===== config.mk =====
export PLATFORM = sky130hd
export DESIGN_NAME = numbers_arith_seq
export DESIGN_NICKNAME = d
export VERILOG_FILES = /design/src/rtl/numbers_arith_pkg.sv /design/src/rtl/numbers_arith_divider.sv /design/src/rtl/numbers_arith_seq.sv
export SDC_FILE = /design/constraint.sdc
export NUM_CORES = 1
export LEC_CHECK = 0
export CAP_MARGIN = 15
export CELL_PAD_IN_SITES_DETAIL_PLACEMENT = 1
export CELL_PAD_IN_SITES_GLOBAL_PLACEMENT = 1
export CORE_UTILIZATION = 25
export CTS_CLUSTER_SIZE = 30
export DETAILED_ROUTE_END_ITERATION = 8
export GPL_TIMING_DRIVEN = 0
export PLACE_DENSITY_LB_ADDON = 0.1
export RECOVER_POWER = 50
export SLEW_MARGIN = 10
export SYNTH_ARGS = -nofsm -noshare
export SYNTH_HDL_FRONTEND = slang
export SYNTH_SLANG_ARGS = --single-unit

===== constraint.sdc =====
create_clock -name clk -period 2.6 [get_ports clk]
set_input_delay 0.52 -clock clk [delete_from_list [all_inputs] [get_ports clk]]
set_output_delay 0.52 -clock clk [all_outputs]
set_load 0.03 [all_outputs]

===== src/rtl/numbers_arith_pkg.sv =====
// rtl/numbers_arith_pkg.sv - shared FSM state type and ovf bit positions for numbers_arith_seq
package numbers_arith_pkg;

    typedef enum logic [1:0] {
        IDLE = 2'd0,
        MUL  = 2'd1,
        DIV  = 2'd2,
        DONE = 2'd3
    } state_e;

    localparam int OVF_W    = 5;
    localparam int OVF_SUM  = 4;
    localparam int OVF_DIFF = 3;
    localparam int OVF_PROD = 2;
    localparam int OVF_QUOT = 1;
    localparam int OVF_REM  = 0;

endpackage


===== src/rtl/numbers_arith_divider.sv =====
// rtl/numbers_arith_divider.sv - restoring divider, one quotient bit per cycle, A_W cycles after start
module numbers_arith_divider #(
    parameter int A_W = 8,
    parameter int B_W = 5
) (
    input  logic           clk,
    input  logic           rst_n,
    input  logic           start,
    input  logic [A_W-1:0] dividend,
    input  logic [B_W-1:0] divisor,
    output logic [A_W-1:0] quot,
    output logic [B_W-1:0] rem,
    output logic           done
);

    localparam int CW = $clog2(A_W + 1);

    // q_q starts as the dividend and is shifted out MSB-first while quotient bits shift in
    logic [A_W-1:0] q_q;
    logic [B_W-1:0] r_q;
    logic [B_W-1:0] d_q;
    logic [CW-1:0]  cnt_q;
    logic           busy_q;
    logic           done_q;

    logic [B_W:0]   shifted;
    logic [B_W-1:0] trial;
    logic           fits;

    // One restoring step: bring down the next dividend bit and try to subtract the divisor
    always_comb begin
        shifted = {r_q, q_q[A_W-1]};
        trial   = shifted[B_W-1:0] - d_q;
        fits    = (shifted >= {1'b0, d_q});
    end

    // Iteration state; done stays high until the next start so the caller can sample it freely
    always_ff @(posedge clk or negedge rst_n) begin
        if (!rst_n) begin
            q_q    <= '0;
            r_q    <= '0;
            d_q    <= '0;
            cnt_q  <= '0;
            busy_q <= 1'b0;
            done_q <= 1'b0;
        end else if (start) begin
            q_q    <= dividend;
            r_q    <= '0;
            d_q    <= divisor;
            cnt_q  <= CW'(A_W);
            busy_q <= 1'b1;
            done_q <= 1'b0;
        end else if (busy_q) begin
            q_q   <= {q_q[A_W-2:0], fits};
            r_q   <= fits ? trial : shifted[B_W-1:0];
            cnt_q <= cnt_q - 1'b1;
            if (cnt_q == CW'(1)) begin
                busy_q <= 1'b0;
                done_q <= 1'b1;
            end
        end
    end

    assign quot = q_q;
    assign rem  = r_q;
    assign done = done_q;

endmodule


===== src/rtl/numbers_arith_seq.sv =====
// rtl/numbers_arith_seq.sv - sequential add/sub/mul/div unit, fixed latency; NUMBERS_ARITH_OVF_EN adds ovf output
module numbers_arith_seq
    import numbers_arith_pkg::*;
#(
    parameter int A_W = 8,
    parameter int B_W = 5,
    parameter int R_W = 5
) (
    input  logic           clk,
    input  logic           rst_n,
    input  logic           in_valid,
    output logic           in_ready,
    input  logic [A_W-1:0] a,
    input  logic [B_W-1:0] b,
    output logic           out_valid,
    input  logic           out_ready,
    output logic [R_W-1:0] sum_ab,
    output logic [R_W-1:0] diff_ab,
    output logic [R_W-1:0] prod_ab,
    output logic [R_W-1:0] quot_ab,
    output logic [R_W-1:0] rem_ab,
    output logic           div0
`ifdef NUMBERS_ARITH_OVF_EN
    ,
    output logic [OVF_W-1:0] ovf
`endif
);

    localparam int MW = A_W + B_W;
    localparam int XW = (MW > R_W) ? MW : R_W;
    localparam int CW = $clog2(B_W + 1);

    state_e         state_q, state_d;
    logic [A_W-1:0] a_q;
    logic [B_W-1:0] b_q;
    logic [MW-1:0]  acc_q;
    logic [CW-1:0]  cnt_q;
    logic [R_W-1:0] sum_q, diff_q, prod_q, quot_q, rem_q;
    logic           div0_q;

    logic           div_start;
    logic           div_done;
    logic [A_W-1:0] div_quot;
    logic [B_W-1:0] div_rem;

    // Next-state and handshake decode; the divider is kicked on the last multiply cycle
    always_comb begin
        state_d   = state_q;
        in_ready  = 1'b0;
        out_valid = 1'b0;
        div_start = 1'b0;
        unique case (state_q)
            IDLE: begin
                in_ready = 1'b1;
                if (in_valid) state_d = MUL;
            end
            MUL: begin
                if (cnt_q == CW'(B_W - 1)) begin
                    div_start = 1'b1;
                    state_d   = DIV;
                end
            end
            DIV: begin
                if (div_done) state_d = DONE;
            end
            DONE: begin
                out_valid = 1'b1;
                if (out_ready) state_d = IDLE;
            end
            default: state_d = IDLE;
        endcase
    end

    // State register
    always_ff @(posedge clk or negedge rst_n) begin
        if (!rst_n) state_q <= IDLE;
        else        state_q <= state_d;
    end

    // Operand capture and shift-add multiply, one multiplier bit per MUL cycle
    always_ff @(posedge clk or negedge rst_n) begin
        if (!rst_n) begin
            a_q   <= '0;
            b_q   <= '0;
            acc_q <= '0;
            cnt_q <= '0;
        end else if (state_q == IDLE && in_valid) begin
            a_q   <= a;
            b_q   <= b;
            acc_q <= '0;
            cnt_q <= '0;
        end else if (state_q == MUL) begin
            cnt_q <= cnt_q + 1'b1;
            if (b_q[cnt_q]) acc_q <= acc_q + (MW'(a_q) << cnt_q);
        end
    end

    numbers_arith_divider #(
        .A_W (A_W),
        .B_W (B_W)
    ) u_divider (
        .clk      (clk),
        .rst_n    (rst_n),
        .start    (div_start),
        .dividend (a_q),
        .divisor  (b_q),
        .quot     (div_quot),
        .rem      (div_rem),
        .done     (div_done)
    );

    // Result registers load once when the divide finishes and hold through DONE
    always_ff @(posedge clk or negedge rst_n) begin
        if (!rst_n) begin
            sum_q  <= '0;
            diff_q <= '0;
            prod_q <= '0;
            quot_q <= '0;
            rem_q  <= '0;
            div0_q <= 1'b0;
        end else if (state_q == DIV && div_done) begin
            sum_q  <= R_W'(XW'(a_q) + XW'(b_q));
            diff_q <= R_W'(XW'(a_q) - XW'(b_q));
            prod_q <= R_W'(XW'(acc_q));
            // A zero divisor still runs the full divide so latency stays fixed; its results are overridden
            quot_q <= (b_q == '0) ? '1 : R_W'(XW'(div_quot));
            rem_q  <= (b_q == '0) ? R_W'(XW'(a_q)) : R_W'(XW'(div_rem));
            div0_q <= (b_q == '0);
        end
    end

`ifdef NUMBERS_ARITH_OVF_EN
    logic [OVF_W-1:0] ovf_q;

    // Flag each result whose full-precision value does not fit in R_W unsigned bits
    always_ff @(posedge clk or negedge rst_n) begin
        if (!rst_n) begin
            ovf_q <= '0;
        end else if (state_q == DIV && div_done) begin
            ovf_q[OVF_SUM]  <= ((XW'(a_q) + XW'(b_q)) >> R_W) != '0;
            ovf_q[OVF_DIFF] <= (a_q < b_q) || (((XW'(a_q) - XW'(b_q)) >> R_W) != '0);
            ovf_q[OVF_PROD] <= (XW'(acc_q) >> R_W) != '0;
            ovf_q[OVF_QUOT] <= (XW'(div_quot) >> R_W) != '0;
            ovf_q[OVF_REM]  <= (b_q == '0) ? ((XW'(a_q) >> R_W) != '0)
                                           : ((XW'(div_rem) >> R_W) != '0);
        end
    end

    assign ovf = ovf_q;
`endif

    assign sum_ab  = sum_q;
    assign diff_ab = diff_q;
    assign prod_ab = prod_q;
    assign quot_ab = quot_q;
    assign rem_ab  = rem_q;
    assign div0    = div0_q;

endmodule


==> impl_metrics.ini <==
[global_route]
antenna_found_initial = 0
grt_first_pass_wirelength_mm = 17.2
grt_pass1_vias = 3124
grt_use_total_pct = 14.3
grt_max_degree = 53
overflow = 0

[yosys]
yosys-top-cells-area = dfrtp_1, ha_1, nand2_1
synth.distinct_cells = 42
ys_top_cells_by_count = nand2_1, dfrtp_1, o21ai_0, ha_1
ys_ff_latch = 72
synth_area_per_cell_sq_um = 9.76
synth-edff-count = 0
synthFlopType = dfrtp_1
yosysSeqAreaShare_pct = 47.0
synth.most_common_cell = nand2_1
yosys.area.top_type = dfrtp_1
netlist_area_sq_um = 3830
yosysWarnings = 0
synthArstFlopShare_pct = 100
syn_nets = 439
syn_inst = 393
yosysTopAreaCellShare_pct = 47.0

[clock_network]
clock_sinks = 72
postCtsHoldBufs = 0
htree_levels = 3
clkLatencyLatePin_ps = 350
cts.path.max_buffers = 2
clk_pin_slew_worst_paths_ps = 60
cts_tree = yes
cts_buffers = 9
clock_tree.root_cell = clkbuf_16

[power]
intPower_mw = 3.94
clock_power_share_pct = 18.2
ir_worst_vdd_uv = 424
p_comb_share_pct = 51.0
p_seq_share_pct = 30.9
p_leak_nw = 2.19
switching_share_pct = 43.0
switchingPower_mw = 2.97
p_per_area_nw_per_um2 = 1430

[sta]
worst_slew_pin_slew_ps = 1170
rsz0062_at_grt = false
fmax_mhz = 414
final.setup.tns_ps = 0
min_period_ps = 2410
timing.final.crit_share_pct = 92.8
skew_ps = 6.29
worst_slack_ps = 186
final_max_slew_viol_count = 0
hold_viol = 0
setup_violations = 0
slew_headroom_pct = 21.9

[routing]
dr.pass1.iters = 4
first_iter_violations = 104
post_drt_wl_per_cell_um = 15.9
drcViolationCount = 0
wirelength_mm = 10.1
via_per_inst = 4.63
via_count = 2956
ant_nets = 0

[critical_path]
startpoint = cnt_q[0]
r2r_cells = 10
crit_path_end = acc_q[4]
start_kind = flip-flop
arrival_ps = 2690
worstSetupEndpointType = flip-flop
cp_max_fo = 10
timing.critical_path.mode_cell = a21oi_2
worstSetupPathType = reg -> reg
cp_slowest_stage_delay_ps = 390
r2r-start = cnt_q[0]
timing.rr.end = acc_q[4]
required_ps = 2870
path_cells = clkbuf_4 -> mux2i_2 -> and2_1 -> a211oi_2 -> ha_1 -> a21o_1 -> a21oi_2 -> o211ai_1 -> a21oi_2 -> mux2i_1
slowest_stage = dfrtp_1
r2r_slack_ps = 190

[die]
io_pins = 45
dieArea_sq_um = 15800
initial_core_util_pct = 26.0
coreArea_sq_um = 14800
die_height_um = 126
die_w_um = 126
std_cell_rows = 44

[cells_and_area]
area_growth_syn_to_layout_pct = 26.0
utilization_pct = 32.7
layout-drive-gt1-share_pct = 9.03
final_nets = 496
num_antenna_cells = 0

[status]
outcome = finished clean

[place]
dp_hpwl_mm = 7.43
io_buffers = 44
place_worst_setup_slack_ps = 79.1
place_congestion = 0.744

[flow_run]
maxCapViolCount = 0

[worst_hold_path]
hold_class = in -> async
[placed cells by master, fill, tap and decap left out, types with 4 or more instances in the layout]
master            n
a31oi_1           4
o21ai_1           4
o21a_1            4
buf_2             5
mux2i_1          21
fa_1              4
nor2_1           18
xnor2_1           7
nand3_1           7
nand2_1          74
mux2_2            8
nand2b_1          5
ha_1             25
clkbuf_16         9
nor3_1            4
a21oi_1           9
clkdlybuf4s50_1  43
xor2_1            8
inv_1            22
dfrtp_1          71
o21bai_1          4
clkbuf_1         12
o21ai_0          40
[critical path, delay by kind of cell, from the launching register on]
family,cells,cell delay [ps]
DFF,1,390
AOI/OAI and AO/OA,5,860
adders and majority gates,1,290
buffers and inverters,1,210
and+or+nand+nor,1,190
muxes,2,390
[state kept, by name, summed over array words and instances, names as in the netlist, 3 cells and up]
register         count
cnt_q                3
diff_ab              4
u_divider.rem        5
prod_ab              5
quot_ab              5
u_divider.d_q        5
a_q                  8
u_divider.quot       8
acc_q                5
b_q                  5
u_divider.cnt_q      4
rem_ab               5
sum_ab               5
[how the worst min path moves through the flow]
stage	depth (start not counted)	slack [ps]	end	start
3_3_place_gp	2	460	sum_ab[2]	sum_ab[2]
4_1_cts	1	60	div0	rst_n
6_report	1	390	div0	rst_n
5_1_grt	2	510	a_q[7]	a_q[7]
2_1_floorplan	0	220	a_q[0]	rst_n
3_5_place_dp	1	450	div0	rst_n
[layout make-up]
class	instances	area, sq um
buffer	19	92.6
clock buffer	10	239
clock inverter	5	57.6
fill	1714	9920
inverter	22	82.6
multi-input combinational	280	1880
sequential	72	1800
tap	184	230
timing repair buffer	46	449
[layer usage]
layer	vias to the layer above	part of all wire, %	track usage [%]
met4	0	2.6	6.73
met3	16	3.6	3.82
met5	-	0	0
met1	1449	49	18.8
li1	1441	-	-
met2	50	45	21.9
[power by group through the flow]
| stage | clock network, mW | logic, mW | registers, mW |
|---|---|---|---|
| 5_1_grt | 1.34 | 3.96 | 2.23 |
| 2_1_floorplan | 0 | 2.16 | 2.32 |
| 4_1_cts | 1.31 | 3.52 | 2.15 |
| 3_3_place_gp | 0 | 3.44 | 2.15 |
| 3_5_place_dp | 0 | 3.50 | 2.17 |
| 6_report | 1.25 | 3.52 | 2.13 |
[through the flow]
step                power, mW  std cells  hold slack (ps)  instance area [sq um]
CTS                      6.98        637             63.1                   4830
finish                   6.91        638              387                   4830
global route             7.53        638              505                   4830
global placement         5.60        621              465                   4510
floorplan                4.49        393              224                   3830
detailed placement       5.67        622              445                   4530
[kinds of logic after synthesis]
logic type	count (synthesis)	share of synthesized area, %
and+or+nand+nor	122	13.7
adders and majority gates	29	10.2
AOI/OAI and AO/OA	84	13.1
buffers and inverters	41	4.50
DFF	72	47.0
muxes	30	8.09
xor gates and xnor gates	15	3.43
[timing repair]
action                     4_1_cts  5_1_grt
setup endpoints to repair        0        1
resized for setup                0        6
buffers inserted                 0        1
No activity file was read; power rests on OpenSTA's default activity.
